File: src/rtl/l1_mem_ctrl_if.sv
// Cache-side and memory-side signal bundle for l1_mem_ctrl.
// The controller uses the slave view; the environment (cache + memory) uses the master view.
interface l1_mem_ctrl_if #(
   parameter int unsigned AW = 32
);
   logic          fill_req;
   logic [AW-1:0] fill_addr;
   logic          fill_ready;
   logic          fill_valid;
   logic [255:0]  fill_data;

   logic          wb_req;
   logic [AW-1:0] wb_addr;
   logic [31:0]   wb_be;
   logic [255:0]  wb_data;
   logic          wb_ready;

   logic [AW-1:0] mem_a;
   logic          mem_read;
   logic          mem_write;
   logic [31:0]   mem_be;
   logic [255:0]  mem_wd;
   logic [255:0]  mem_rd;
   logic          mem_valid;

   logic          idle;

   modport slave (
      input  fill_req, fill_addr, wb_req, wb_addr, wb_be, wb_data, mem_rd, mem_valid,
      output fill_ready, fill_valid, fill_data, wb_ready, mem_a, mem_read, mem_write,
             mem_be, mem_wd, idle
   );

   modport master (
      output fill_req, fill_addr, wb_req, wb_addr, wb_be, wb_data, mem_rd, mem_valid,
      input  fill_ready, fill_valid, fill_data, wb_ready, mem_a, mem_read, mem_write,
             mem_be, mem_wd, idle
   );
endinterface

File: src/rtl/l1_mem_ctrl.sv
// L1 memory-side controller: one outstanding line fill plus an in-order writeback FIFO,
// sequenced onto the memory address/data-phase protocol.
module l1_mem_ctrl #(
   parameter int unsigned WB_DEPTH = 4,
   parameter int unsigned AW       = 32
) (
   input logic          clk,
   input logic          reset,
   l1_mem_ctrl_if.slave bus
);
   localparam int unsigned PW = $clog2(WB_DEPTH);

   typedef enum logic [2:0] {StIdle, StWrA, StWrD, StRdA, StRdW1, StRdW2} state_e;

   state_e        state_q, state_d;
   logic [AW-1:0] fifo_addr [WB_DEPTH];
   logic [31:0]   fifo_be   [WB_DEPTH];
   logic [255:0]  fifo_data [WB_DEPTH];
   logic [PW:0]   wr_ptr_q, rd_ptr_q, count;
   logic [PW-1:0] offs;
   logic          full, empty, push, pop, hazard;
   logic          fill_pend_q, fill_accept, fill_done;
   logic [AW-1:0] fill_addr_q;
   logic [31:0]   wr_be_q;
   logic [255:0]  wr_data_q;

   assign count = wr_ptr_q - rd_ptr_q;
   assign empty = (wr_ptr_q == rd_ptr_q);
   assign full  = (wr_ptr_q[PW-1:0] == rd_ptr_q[PW-1:0]) && (wr_ptr_q[PW] != rd_ptr_q[PW]);
   assign push  = bus.wb_req && !full;

   assign fill_accept = bus.fill_req && !fill_pend_q;
   assign fill_done   = (state_q == StRdW2) && bus.mem_valid;

   assign bus.fill_ready = !fill_pend_q;
   assign bus.wb_ready   = !full;
   assign bus.idle       = empty && !fill_pend_q && (state_q == StIdle);

   // An entry is live when its distance from the read pointer is below the fill level.
   always_comb begin
      hazard = 1'b0;
      offs   = '0;
      for (int unsigned i = 0; i < WB_DEPTH; i++) begin
         offs = PW'(i) - rd_ptr_q[PW-1:0];
         if (fill_pend_q && ({1'b0, offs} < count) && (fifo_addr[i] == fill_addr_q)) begin
            hazard = 1'b1;
         end
      end
   end

   always_comb begin
      state_d = state_q;
      pop     = 1'b0;
      case (state_q)
         StIdle: begin
            if (fill_pend_q && !hazard) begin
               state_d = StRdA;
            end else if (!empty) begin
               state_d = StWrA;
               pop     = 1'b1;
            end
         end
         StWrA:   state_d = StWrD;
         StWrD:   state_d = StIdle;
         StRdA:   state_d = StRdW1;
         StRdW1:  state_d = StRdW2;
         StRdW2:  if (bus.mem_valid) state_d = StIdle;
         default: state_d = StIdle;
      endcase
   end

   always_ff @(posedge clk) begin
      if (push) begin
         fifo_addr[wr_ptr_q[PW-1:0]] <= bus.wb_addr;
         fifo_be[wr_ptr_q[PW-1:0]]   <= bus.wb_be;
         fifo_data[wr_ptr_q[PW-1:0]] <= bus.wb_data;
      end
   end

   // Memory-side outputs are registered and decoded from the next state.
   always_ff @(posedge clk or posedge reset) begin
      if (reset) begin
         state_q        <= StIdle;
         wr_ptr_q       <= '0;
         rd_ptr_q       <= '0;
         fill_pend_q    <= 1'b0;
         fill_addr_q    <= '0;
         wr_be_q        <= '0;
         wr_data_q      <= '0;
         bus.fill_valid <= 1'b0;
         bus.fill_data  <= '0;
         bus.mem_a      <= '0;
         bus.mem_read   <= 1'b0;
         bus.mem_write  <= 1'b0;
         bus.mem_be     <= '0;
         bus.mem_wd     <= '0;
      end else begin
         state_q <= state_d;
         if (push) wr_ptr_q <= wr_ptr_q + 1'b1;
         if (pop)  rd_ptr_q <= rd_ptr_q + 1'b1;

         if (fill_accept) begin
            fill_pend_q <= 1'b1;
            fill_addr_q <= bus.fill_addr;
         end else if (fill_done) begin
            fill_pend_q <= 1'b0;
         end
         bus.fill_valid <= fill_done;
         if (fill_done) bus.fill_data <= bus.mem_rd;

         // The popped entry is held here while the head slot may be overwritten.
         if (pop) begin
            bus.mem_a <= fifo_addr[rd_ptr_q[PW-1:0]];
            wr_be_q   <= fifo_be[rd_ptr_q[PW-1:0]];
            wr_data_q <= fifo_data[rd_ptr_q[PW-1:0]];
         end else if (state_d == StRdA) begin
            bus.mem_a <= fill_addr_q;
         end
         bus.mem_read  <= (state_d == StRdA);
         bus.mem_write <= (state_d == StWrD);
         bus.mem_be    <= (state_d == StWrD) ? wr_be_q : '0;
         bus.mem_wd    <= (state_d == StWrD) ? wr_data_q : '0;
      end
   end
endmodule

File: src/flat_wrapper.sv
// flat-port wrapper written by rule: the top's interface ports become plain ports
module l1_mem_ctrl_flat 
#(
   parameter int unsigned WB_DEPTH = 4,
   parameter int unsigned AW       = 32
)
  (clk, reset, bus_fill_req, bus_fill_addr, bus_wb_req, bus_wb_addr, bus_wb_be, bus_wb_data, bus_mem_rd, bus_mem_valid, bus_fill_ready, bus_fill_valid, bus_fill_data, bus_wb_ready, bus_mem_a, bus_mem_read, bus_mem_write, bus_mem_be, bus_mem_wd, bus_idle);
  l1_mem_ctrl_if #(.AW(AW)) bus_i ();
  input logic clk;
  input logic reset;
  input wire logic [$bits(bus_i.fill_req)-1:0] bus_fill_req;
  input wire logic [$bits(bus_i.fill_addr)-1:0] bus_fill_addr;
  input wire logic [$bits(bus_i.wb_req)-1:0] bus_wb_req;
  input wire logic [$bits(bus_i.wb_addr)-1:0] bus_wb_addr;
  input wire logic [$bits(bus_i.wb_be)-1:0] bus_wb_be;
  input wire logic [$bits(bus_i.wb_data)-1:0] bus_wb_data;
  input wire logic [$bits(bus_i.mem_rd)-1:0] bus_mem_rd;
  input wire logic [$bits(bus_i.mem_valid)-1:0] bus_mem_valid;
  output wire logic [$bits(bus_i.fill_ready)-1:0] bus_fill_ready;
  output wire logic [$bits(bus_i.fill_valid)-1:0] bus_fill_valid;
  output wire logic [$bits(bus_i.fill_data)-1:0] bus_fill_data;
  output wire logic [$bits(bus_i.wb_ready)-1:0] bus_wb_ready;
  output wire logic [$bits(bus_i.mem_a)-1:0] bus_mem_a;
  output wire logic [$bits(bus_i.mem_read)-1:0] bus_mem_read;
  output wire logic [$bits(bus_i.mem_write)-1:0] bus_mem_write;
  output wire logic [$bits(bus_i.mem_be)-1:0] bus_mem_be;
  output wire logic [$bits(bus_i.mem_wd)-1:0] bus_mem_wd;
  output wire logic [$bits(bus_i.idle)-1:0] bus_idle;
  assign bus_i.fill_req = bus_fill_req;
  assign bus_i.fill_addr = bus_fill_addr;
  assign bus_i.wb_req = bus_wb_req;
  assign bus_i.wb_addr = bus_wb_addr;
  assign bus_i.wb_be = bus_wb_be;
  assign bus_i.wb_data = bus_wb_data;
  assign bus_i.mem_rd = bus_mem_rd;
  assign bus_i.mem_valid = bus_mem_valid;
  assign bus_fill_ready = bus_i.fill_ready;
  assign bus_fill_valid = bus_i.fill_valid;
  assign bus_fill_data = bus_i.fill_data;
  assign bus_wb_ready = bus_i.wb_ready;
  assign bus_mem_a = bus_i.mem_a;
  assign bus_mem_read = bus_i.mem_read;
  assign bus_mem_write = bus_i.mem_write;
  assign bus_mem_be = bus_i.mem_be;
  assign bus_mem_wd = bus_i.mem_wd;
  assign bus_idle = bus_i.idle;
  l1_mem_ctrl #(.WB_DEPTH(WB_DEPTH), .AW(AW)) u_core (.clk(clk), .reset(reset), .bus(bus_i));
endmodule
File: config.mk
export PLATFORM = sky130hd
export DESIGN_NAME = l1_mem_ctrl_flat
export DESIGN_NICKNAME = d
export VERILOG_FILES = /design/src/rtl/l1_mem_ctrl_if.sv /design/src/rtl/l1_mem_ctrl.sv /design/src/flat_wrapper.sv
export SDC_FILE = /design/constraint.sdc
export NUM_CORES = 2
export LEC_CHECK = 0
export ABC_AREA = 1
export CAP_MARGIN = 20
export CORE_ASPECT_RATIO = 0.7
export CORE_MARGIN = 5
export CORE_UTILIZATION = 41
export CTS_CLUSTER_DIAMETER = 120
export CTS_CLUSTER_SIZE = 28
export DETAILED_ROUTE_END_ITERATION = 8
export SYNTH_ARGS = -nofsm -noshare
export SYNTH_HDL_FRONTEND = slang
export SYNTH_SLANG_ARGS = --single-unit
File: constraint.sdc
create_clock -name clk -period 86.3 [get_ports clk]
set_clock_uncertainty 0.05 [all_clocks]
set_input_delay 17.26 -clock clk [delete_from_list [all_inputs] [get_ports clk]]
set_output_delay 17.26 -clock clk [all_outputs]
set_load 0.1 [all_outputs]
# Word-level counts from Yosys, hierarchy flattened
# Memory sizes are Yosys's and may differ from the RTL's. A register that Yosys moved wholly into a read port is not among the register bits.
# Cells that the tools add are included.
# word_totals
ff_bits,621
latch_bits,0
ramBits,1280
rom_bits,0
in_bits,613
elab_cells,79
n_memories,3
# mem_list
memory,depth,word_bits,read_ports,rd_clocked_by_memory_dff,wr,line,rtl
u_core.fifo_data,4,256,1,1,1,l1_mem_ctrl.sv:18,logic [255:0] fifo_data [WB_DEPTH];
u_core.fifo_addr,4,32,5,0,1,l1_mem_ctrl.sv:16,logic [AW-1:0] fifo_addr [WB_DEPTH];
u_core.fifo_be,4,32,1,1,1,l1_mem_ctrl.sv:17,logic [31:0] fifo_be [WB_DEPTH];
# classes
addsub,7
n_mul,0
div,0
magnitude_cmp,4
eq_ne,13
n_shift,0
muxes,19
n_bitwise,0
reduce_logical,21
# op_table
cell,n
$mux W256,1
$eq A32 B32 Y1,4
$mux W32,3
$logic_and A1 B1 Y1,15
$pmux W3 S5,1
$lt A2 B3 Y1,4
$mux W1,11
$eq A3 B2 Y1 const B,3
$mux W3,3
$add A3 B1 Y3 const B,2
$eq A3 B3 Y1 const B,2
$reduce_bool A2 Y1,2
$sub A1 B2 Y2 const A,2
$sub A2 B2 Y2 const A,2
$eq A3 B1 Y1 const B,1
$eq A3 B3 Y1,1
$logic_not A1 Y1,3
$logic_not A3 Y1,1
$sub A3 B3 Y3,1
$eq A2 B2 Y1,1
$ne A1 B1 Y1,1

# Longest topological paths before layout
# logic_depth
word_depth,15
depth_mapped,21

# Least setup slack after synthesis
# No wires, ideal clock.
# synth_path
kind,input to register
start,input bus_wb_req
end,"memory u_core.fifo_addr[3][0], enable pin"
arrival_ps,30840
t_required_ps,85238
path_slack_ps,54399
path_stages,2
path_buffers,0
cell_sequence,nand2_1 > nor2_1
# synth_via
elab_chain_cells,3
# synth_rtl
item,line,rtl
from (decl),flat_wrapper.sv:13,input wire logic [$bits(bus_i.wb_req)-1:0] bus_wb_req;
$logic_and A1 B1 Y1,l1_mem_ctrl.sv:30,assign push = bus.wb_req && !full;
$mux W1,l1_mem_ctrl.sv:73,if (push) begin
$mux W1 (implied by the code),l1_mem_ctrl.sv:74,fifo_addr[wr_ptr_q[PW-1:0]] <= bus.wb_addr;
to (decl),l1_mem_ctrl.sv:16,
# No other way between the ends.

# Worst setup path after layout
# layout_path
start,register u_core.rd_ptr_q[0]
end,output bus_idle
# layout_via
elab_chain_cells,3
# layout_rtl
item,line,rtl
from (decl),l1_mem_ctrl.sv:19,"logic [PW:0] wr_ptr_q, rd_ptr_q, count;"
from (signal assigned),l1_mem_ctrl.sv:100,if (pop) rd_ptr_q <= rd_ptr_q + 1'b1;
$eq A3 B3 Y1,l1_mem_ctrl.sv:28,assign empty = (wr_ptr_q == rd_ptr_q);
$logic_and A1 B1 Y1 (2 in a row),l1_mem_ctrl.sv:37,assign bus.idle = empty && !fill_pend_q && (state_q == StIdle);
to (decl),flat_wrapper.sv:28,output wire logic [$bits(bus_i.idle)-1:0] bus_idle;
# No other way between the ends.

==> flow_summary.yaml <==
clocking:
  cts_max_level: 3
  worstSkewPairLatency_ns: 0.76
  root_buffer: "clkbuf_16"
  cts_buffers: 88
  cts_tree: "done"
  cts.sinks: 2189
  cts.clk_slew.worst_paths_ns: 0.12
  cts_setup_buffers: 0
  clockBufferDepth: 3
  cts_resized: 0
  holdBufCountCts: 0
floorplanning:
  start_util: 0.411
  dieArea_sq_mm: 0.208
  num_io_pins: 1195
  die_h_um: 383
  placementRows: 137
  core_sq_mm: 0.198
  fp.dieW_um: 543
grt:
  grt_pass1_wl_um: 367000
  grt_overflow_total: 0
  grt_usage: 0.238
  grt_pass1_vias: 52000
  grt_max_degree: 187
  grt_antenna_before_repair: 98
power:
  finalPower_mw: 3.80
  ir_drop_uv: 28.1
  powerDensity_mw_per_mm2: 38.5
  leakage_nw: 38.3
critical_path:
  critical-path-top-delay-family: "buffers and inverters"
  cp_num_buf_inv: 2
  start_kind: "flip-flop"
  crit_path_end_kind: "output port"
  crit_slowest_cell: "clkdlybuf4s50_1"
  path_cells: "inv_8 -> ha_1 -> nand3_1 -> nor3_1 -> clkdlybuf4s50_1"
  max_stage_delay_ns: 1.27
  crit_required_ns: 68.99
  crit_type: "reg2out"
  critPathMaxFanout: 141
  r2r_slack_ns: 78.43
  arrival_ns: 4.50
min_path:
  hp-class: "reg2reg"
sta:
  finalCriticalPeriod_ns: 21.81
  finalHoldViolCount: 0
  worstMarginPinSlew_ns: 1.22
  setup_viol: 0
  rsz0062_at_grt: "false"
  max-slew-margin-rel: 0.187
  max_freq_mhz: 45.9
  slew_violations: 0
  totalNegativeSetupSlack_ns: 0
  fin_crit_sh: 0.253
routing:
  first_pass_iters: 6
  via_per_inst: 5.13
  drc: 0
  drt_wl_total_um: 257000
  initialDrtViolationCount: 5253
  vias: 54100
  drt.antenna.violating_nets: 0
  wl_per_cell_um: 24.3
cells_and_area:
  instances_no_fill: 10600
  fillers: 17500
  layout.nets: 8418
  final_layout_size_suffix_gt1_frac: 0.0294
  syn2layout_area_growth_pct: 21.0
run:
  maxCapViolations: 0
placement:
  dp.cells: 10300
  dp_hpwl_um: 172000
  io_buffers: 1194
  globalplace.congestion: 0.922
synthesis:
  synth.most_common_cell: "nand2_1"
  yosys.area.top_type: "edfxtp_1"
  synth_cells: 6839
  synth-edff-count: 1280
  async_flop_share: 0.415
  synth_area_sq_mm: 0.0816
  yosysSeqAreaShare: 0.750
  yosysWarnings: 0
  synth_top_cell_area_share: 0.471
  ys.flop_type: "edfxtp_1"
  synth_seq_cells: 2189
  yosys.cell_types.count: 34
  synth.top_cells.by_area: "edfxtp_1, dfrtp_1, nand2_1, nor2_1, o21ai_0"
  syn_avg_cell_area_sq_um: 11.9
  synth.cells.most_frequent: "nand2_1, edfxtp_1, nor2_1"
  syn-num-nets: 7465
outcome:
  status: "completed"
## area by class of cell
| type | count | area [sq um] | share of cell area |
|---|---|---|---|
| flip-flops and latches | 2189 | 61200 | 0.620 |
| diodes | 51 | 128 | 0.00129 |
| repair buffers | 1266 | 12600 | 0.128 |
| clock inverters | 9 | 155 | 0.00157 |
| multi-input cells | 3860 | 17300 | 0.175 |
| well taps | 2641 | 3300 | 0.0335 |
| inverters | 387 | 1500 | 0.0152 |
| clock buffers | 151 | 2440 | 0.0247 |
## state kept, by name, indices dropped and copies added, names as in the netlist
register and flops:
u_core.bus.fill_valid 1, u_core.fifo_data 1024, u_core.wr_data_q 256, u_core.fill_addr_q 32, u_core.state_q 3, u_core.bus.mem_be 32, u_core.fifo_be 128, u_core.bus.mem_wd 256
u_core.rd_ptr_q 3, u_core.bus.fill_data 256, u_core.wr_ptr_q 3, u_core.bus.mem_write 1, u_core.wr_be_q 32, u_core.fifo_addr 128, u_core.bus.mem_a 32, u_core.fill_pend_q 1
u_core.bus.mem_read 1
## cells by family (layout without fill, tap and decap cells)
family / after synthesis / count (layout) / synth area share
simple gates: 2460 / 2460 / 0.116
buf+inv: 790 / 1813 / 0.0385
xor+xnor: 81 / 81 / 0.00879
other cells: 0 / 51 / 0
fa+ha+maj: 13 / 13 / 0.00209
flops: 2189 / 2189 / 0.750
compound gates: 1306 / 1306 / 0.0851
## where the power goes
part	leakage [nW]	internal (mW)	switching, mW
Combinational	13.6	0.390	1.36
Sequential	23.4	1.41	0.120
Clock	1.22	0.199	0.321
Total	38.3	2.00	1.80
## metal layers
layer	track usage	share of wire	routed length, um	up-vias
met5	0	0.00081	207	-
met4	0.0847	0.035	9030	30
met3	0.0457	0.063	16200	337
met2	0.403	0.50	128000	1660
met1	0.308	0.40	103000	27200
li1	-	-	-	24900
## tightest hold or removal path, delay by kind of cell, from the launching register on
| family | cells | cell delay (ns) |
|---|---|---|
| DFF | 1 | 0.35 |
| and+or+nand+nor | 2 | 0.10 |
## per-stage QoR
stage	worst slack, ns	util	hold WS, ns	area, sq um
CTS	64.47	0.496	0.434	98500
finish	64.49	0.497	0.429	98700
global route	64.34	0.497	0.450	98600
detailed placement	63.88	0.483	0.407	95900
global placement	63.93	0.483	0.403	95800
floorplan	43.43	-	0.407	81600
## path summary, 6_finish.rpt
check | from | to | depth (start not counted)
max | u_core.rd_ptr_q[0]$_DFFE_PP0N_ | bus_idle | 5
min | u_core.bus.fill_data[98]$_DFFE_PP0P_ | u_core.bus.fill_data[98]$_DFFE_PP0P_ | 2
max reg2reg | u_core.rd_ptr_q[1]$_DFFE_PP0N_ | u_core.wr_data_q[89]$_DFFE_PP0N_ | 18
min reg2reg | u_core.bus.fill_data[98]$_DFFE_PP0P_ | u_core.bus.fill_data[98]$_DFFE_PP0P_ | 2
max in group asynchronous | reset | u_core.wr_data_q[118]$_DFFE_PP0N_ | 5
min in group asynchronous | reset | u_core.bus.mem_wd[14]$_DFF_PP0_ | 2
## layout by cell type, fill, tap and decap left out, types with 3 or more instances in the layout
cell / n
diode_2: 51
nand3_1: 108
ha_1: 12
buf_4: 80
or2_0: 3
nand4_1: 4
inv_1: 365
buf_12: 14
inv_2: 16
a32o_1: 7
nor3_1: 7
nor2_4: 4
clkbuf_16: 88
edfxtp_1: 1280
clkbuf_1: 63
o21ai_1: 284
inv_8: 6
a21oi_1: 78
nor2_1: 994
o21bai_1: 3
xor2_1: 64
nand2_1: 1331
dfrtp_1: 907
o22ai_1: 288
clkdlybuf4s50_1: 1170
xnor2_1: 16
o21ai_0: 644
(Power assumes the default switching activity.)
